===== src/rtl/zbt_pkg.sv =====
// Shared ZBT constants, loader state encoding and the 16+16 -> 36 bit packing helper.
package zbt_pkg;
  localparam int ZBT_DW = 36;
  localparam int ZBT_AW_DEF = 19;
  localparam logic [18:0] FULL_FRAME_WORDS   = 19'd307200;
  localparam logic [18:0] START_SCREEN_WORDS = 19'd260400;

  typedef enum logic [1:0] {IDLE, LOAD, DRAIN, DONE} state_t;

  // Upper pixel sits in [33:18], lower in [15:0]; the two guard pairs stay zero.
  function automatic logic [ZBT_DW-1:0] pack_word(input logic [15:0] hi, input logic [15:0] lo);
    return {2'b00, hi, 2'b00, lo};
  endfunction
endpackage


===== src/rtl/pack_fifo.sv =====
// Small synchronous FIFO for packed ZBT words; same-cycle push and pop allowed, flush empties it.
module pack_fifo #(
  parameter int WIDTH = 36,
  parameter int DEPTH = 4
) (
  input  logic             clk,
  input  logic             reset,
  input  logic             flush,
  input  logic             push,
  input  logic             pop,
  input  logic [WIDTH-1:0] din,
  output logic [WIDTH-1:0] head,
  output logic             full,
  output logic             empty
);
  localparam int PW = $clog2(DEPTH);

  logic [WIDTH-1:0] mem [DEPTH];
  logic [PW:0]      wp, rp;
  logic             do_push, do_pop;

  assign empty   = (wp == rp);
  assign full    = (wp[PW] != rp[PW]) && (wp[PW-1:0] == rp[PW-1:0]);
  assign do_pop  = pop && !empty;
  // A pop in the same cycle frees the slot, so a push into a full FIFO still lands.
  assign do_push = push && (!full || do_pop);
  assign head    = mem[rp[PW-1:0]];

  always_ff @(posedge clk) begin
    if (reset || flush) begin
      wp <= '0;
      rp <= '0;
    end else begin
      if (do_push) wp <= wp + 1'b1;
      if (do_pop)  rp <= rp + 1'b1;
    end
  end

  always_ff @(posedge clk) begin
    if (do_push) mem[wp[PW-1:0]] <= din;
  end
endmodule


===== src/rtl/flash_zbt_loader.sv =====
// Packs flash pixel word pairs into 36-bit ZBT words and writes them from a base address.
// Optional ZBT_LOADER_CHECKSUM_EN adds a 16-bit running sum of accepted flash words.
module flash_zbt_loader
  import zbt_pkg::*;
#(
  parameter int ZBT_AW     = 19,
  parameter int FIFO_DEPTH = 4
) (
  input  logic              clk,
  input  logic              reset,
  input  logic              start,
  input  logic [ZBT_AW-1:0] base_addr,
  input  logic [18:0]       word_total,
  input  logic              rd_valid,
  input  logic [15:0]       rd_data,
  input  logic              zbt_ready,
  output logic              zbt_we,
  output logic [ZBT_AW-1:0] zbt_addr,
  output logic [35:0]       zbt_wdata,
  output logic              busy,
  output logic              done,
  output logic              overflow
`ifdef ZBT_LOADER_CHECKSUM_EN
  ,
  output logic [15:0]       checksum
`endif
);
  state_t      state;
  logic [18:0] cnt, total;
  logic        half;
  logic [15:0] upper;

  logic        accept, last, push, pop, full, empty;
  logic [35:0] push_data, head;

  assign accept    = (state == LOAD) && rd_valid && !start && (total != '0);
  assign last      = (cnt + 19'd1) == total;
  assign push      = accept && (half || last);
  assign push_data = half ? pack_word(upper, rd_data) : pack_word(rd_data, 16'h0000);
  assign pop       = !empty && zbt_ready && !start;

  pack_fifo #(.WIDTH(ZBT_DW), .DEPTH(FIFO_DEPTH)) u_fifo (
    .clk   (clk),
    .reset (reset),
    .flush (start),
    .push  (push),
    .pop   (pop),
    .din   (push_data),
    .head  (head),
    .full  (full),
    .empty (empty)
  );

  always_ff @(posedge clk) begin
    if (reset) begin
      state     <= IDLE;
      cnt       <= '0;
      total     <= '0;
      half      <= 1'b0;
      upper     <= '0;
      zbt_we    <= 1'b0;
      zbt_addr  <= '0;
      zbt_wdata <= '0;
      busy      <= 1'b0;
      done      <= 1'b0;
      overflow  <= 1'b0;
    end else if (start) begin
      state    <= LOAD;
      cnt      <= '0;
      total    <= word_total;
      half     <= 1'b0;
      zbt_we   <= 1'b0;
      zbt_addr <= base_addr;
      busy     <= 1'b1;
      done     <= 1'b0;
      overflow <= 1'b0;
    end else begin
      zbt_we <= pop;
      if (pop)    zbt_wdata <= head;
      // zbt_addr is the write pointer; it advances once the write has been presented.
      if (zbt_we) zbt_addr  <= zbt_addr + 1'b1;
      if (push && full && !pop) overflow <= 1'b1;
      case (state)
        LOAD: begin
          // Empty image: nothing can be queued, so finish two cycles after start.
          if (total == '0) begin
            state <= DONE;
            busy  <= 1'b0;
            done  <= 1'b1;
          end else if (accept) begin
            cnt  <= cnt + 19'd1;
            half <= !half;
            if (!half) upper <= rd_data;
            if (last)  state <= DRAIN;
          end
        end
        DRAIN: begin
          if (empty) begin
            state <= DONE;
            busy  <= 1'b0;
            done  <= 1'b1;
          end
        end
        default: ;
      endcase
    end
  end

`ifdef ZBT_LOADER_CHECKSUM_EN
  always_ff @(posedge clk) begin
    if (reset || start) checksum <= '0;
    else if (accept)    checksum <= checksum + rd_data;
  end
`endif
endmodule


===== config.mk =====
export PLATFORM = sky130hd
export DESIGN_NAME = flash_zbt_loader
export DESIGN_NICKNAME = d
export VERILOG_FILES = /design/src/rtl/zbt_pkg.sv /design/src/rtl/pack_fifo.sv /design/src/rtl/flash_zbt_loader.sv
export SDC_FILE = /design/constraint.sdc
export NUM_CORES = 1
export LEC_CHECK = 0
export CELL_PAD_IN_SITES_DETAIL_PLACEMENT = 0
export CELL_PAD_IN_SITES_GLOBAL_PLACEMENT = 1
export CORE_MARGIN = 2
export CORE_UTILIZATION = 40
export DETAILED_ROUTE_END_ITERATION = 10
export GPL_TIMING_DRIVEN = 0
export PLACE_DENSITY = 0.77
export SYNTH_ARGS = -nofsm -noshare
export SYNTH_HDL_FRONTEND = slang
export SYNTH_HIERARCHICAL = 1
export SYNTH_SLANG_ARGS = --single-unit

===== constraint.sdc =====
create_clock -name clk -period 5.7 [get_ports clk]
set_input_delay 1.14 -clock clk [delete_from_list [all_inputs] [get_ports clk]]
set_output_delay 1.14 -clock clk [all_outputs]
set_load 0.05 [all_outputs]

==> flow_summary.toml <==
[placement]
gp_congestion = 0.784
dpl.hpwl_microns = 18300
post-place-ws_ns = 0.685
portBuffers = 117

[worst_setup_path]
startpoint = "start"
rr_startpoint = "cnt[0]"
cp.arrival_ns = 4.69
cp_slowest_stage_delay_ns = 0.55
required_ns = 5.93
path_class = "input pin to flop"
crit_chain = "clkdlybuf4s50_1, clkbuf_1, inv_1, nand2b_1, inv_2, clkbuf_1, inv_1, a41oi_1, and2_2, buf_12"
start_kind = "input pin"
crit_path_top_delay_cell = "clkbuf_1"
crit_fanout = 22
critPathCaptureType = "flop"

[clock_network]
root_buffer = "clkbuf_16"
ctsResizeCount = 0
clockBufferDepth = 3
cts_tree = "yes"
cts_buffers = 28
post_cts_buffers = 0
cts_sinks = 268
ctsHoldBuffers = 0
htree_levels = 1
clkSlewWorstSetupHoldPaths_ns = 0.06
clock_latency_ns = 0.54

[power_and_ir_drop]
pwr-share-clk = 0.440
cell_internal_pwr_w = 0.00320
powerDensity_mw_per_mm2 = 291
switching_power_w = 0.000862
switching_share = 0.212
p_total_w = 0.00406
sequentialPowerShare = 0.509
p_leak_nw = 4.70
pwr-share-comb = 0.052
peakVddDrop_v = 0.000221

[floorplan]
num_rows = 61
die_y_microns = 171
die_area_sq_mm = 0.0293
io_pins = 118
initial_core_util = 0.404
core_sq_mm = 0.0277
dieWidth_microns = 171

[timing]
tightest_slew_ns = 0.857
skew_ns = 0.0130
setup_viol = 0
worst_slack_ns = 1.24
hold_violations = 0
holdWs_ns = 0.452
rsz0062_at_grt = "no"
timing.slew.headroom = 0.429
fmax_mhz = 224
slew_violations = 0
fin_crit_sh = 0.783
period_needed_ns = 4.46

[route]
drtIter0Drc = 558
wl_microns = 26200
remaining_drc_errors = 0
drtAntennaViolNets = 0
vias = 7458
vias_per_cell = 5.02
wire_per_inst_microns = 17.6
drt_pre_antenna_iters = 4

[global_route]
grt_pass1_vias = 7354
grt_overflow = 0
grt_pass1_wl_microns = 40600
grt_antenna_before_repair = 1
grt_max_degree = 31
track_usage = 0.180

[run]
max_cap_viol_count = 0

[finish]
fill_cells = 2448
area_growth_pct = 24.6
drive_above_1_share = 0.117
final_util = 0.503
seq_area_sq_mm = 0.00681
layout_common_cells = "nand2_1, edfxtp_1, dfxtp_1, clkdlybuf4s50_1, nor2_1"
final_nets = 1151
multi_input_area_sq_mm = 0.00419

[synthesis]
syn-instance-count = 917
synth_edf_count = 144
synth.distinct_cells = 59
postSynthAreaPerCell_sq_um = 12.2
synth_ff_type = "edfxtp_1"
synth-seq-area-share = 0.608
mappedNetlistArea_sq_mm = 0.0112
async_flop_share = 0
synth-seq-cells = 268
yosysWarnings = 6

[outcome]
status = "finished, final reports clean"

[min_path]
hold_path_class = "flop to flop"
hold_start = "zbt_wdata[22]"
path summary, 6_finish.rpt:
path,end,cells after the start,slack [ns]
worst max-delay path,u_fifo/mem[2][22],10,1.24
worst min-delay path,zbt_wdata[22],2,0.45
worst max register to register,u_fifo/mem[2][22],13,1.46
worst min register to register,zbt_wdata[22],2,0.45
power by group through the flow:
stage	Clock (W)	Combinational (W)	Sequential, W
6_report	0.00179	0.000210	0.00207
5_1_grt	0.00191	0.000227	0.00207
4_1_cts	0.00183	0.000212	0.00207
3_5_place_dp	0	0.000210	0.00211
3_3_place_gp	0	0.000209	0.00211
2_1_floorplan	0	0.0000873	0.00213
flip-flops by register name, summed over array words and instances (netlist names), 2 cells and up, named ones only:
name        cells
cnt            19
zbt_addr       19
u_fifo/mem    144
u_fifo/wp       3
upper          16
zbt_wdata      36
u_fifo/rp       3
state           2
total          19
area by class of cell:
| class | instances | share of cell area |
|---|---|---|
| Clock buffer | 43 | 0.0579 |
| Multi-Input combinational cell | 597 | 0.300 |
| Inverter | 15 | 0.00404 |
| Clock inverter | 9 | 0.00762 |
| Sequential cell | 268 | 0.488 |
| Buffer | 52 | 0.0159 |
| Timing Repair Buffer | 122 | 0.0922 |
| Antenna cell | 1 | 0.000179 |
| Tap cell | 378 | 0.0339 |
worst max-delay path, delay by kind of cell:
family | cells | cell delay (ns)
buffers and inverters | 7 | 2.38
AND/OR/NAND/NOR | 2 | 0.66
AO/OA/AOI/OAI | 1 | 0.48
per-layer routing:
layer | track usage | share of wire
met1 | 0.243 | 0.44
met2 | 0.302 | 0.49
met5 | 0 | 0
met3 | 0.0299 | 0.051
met4 | 0.0472 | 0.019
synth_stat cells (2+ instances only):
master | count | area (sq um)
a211oi_1 | 5 | 37.5
a21o_1 | 3 | 22.5
a21oi_1 | 70 | 350
a31o_2 | 2 | 17.5
a31oi_1 | 4 | 25.0
a41oi_1 | 2 | 17.5
and2_1 | 20 | 125
and3_1 | 6 | 37.5
and4_1 | 4 | 35.0
buf_1 | 8 | 30.0
buf_2 | 8 | 40.0
buf_4 | 4 | 30.0
clkbuf_1 | 31 | 116
dfxtp_1 | 124 | 2480
edfxtp_1 | 144 | 4320
ha_1 | 8 | 100
inv_1 | 14 | 52.6
mux2_2 | 16 | 180
mux2i_1 | 31 | 310
mux4_2 | 36 | 811
nand2_1 | 144 | 541
nand2b_1 | 4 | 25.0
nand3_1 | 15 | 75.1
nand4_1 | 16 | 100
nor2_1 | 81 | 304
nor3_1 | 5 | 25.0
nor4_1 | 6 | 37.5
nor4_4 | 3 | 63.8
nor4b_1 | 2 | 17.5
o21ai_0 | 7 | 35.0
o31a_1 | 2 | 17.5
or3_1 | 4 | 25.0
xnor2_1 | 29 | 254
xor2_1 | 34 | 298
cells by family (layout without fill, tap and decap cells):
kind of cell,count (synthesis),count (layout),synth area share
compound gates,106,106,0.0553
xor+xnor,63,63,0.0493
fa+ha+maj,8,8,0.00894
buf+inv,67,241,0.0248
flops,268,268,0.608
mux,83,83,0.116
other cells,1,17,0.000335
simple gates,321,321,0.137
through the flow:
stage / cells / area, sq um / TNS (ns)
2_1_floorplan: 932 / 11300 / 0
3_3_place_gp: 1427 / 12900 / -90.56
3_5_place_dp: 1432 / 13000 / 0
4_1_cts: 1484 / 13900 / 0
5_1_grt: 1484 / 13900 / 0
6_report: 1485 / 13900 / 0
(Power assumes the default switching activity.)
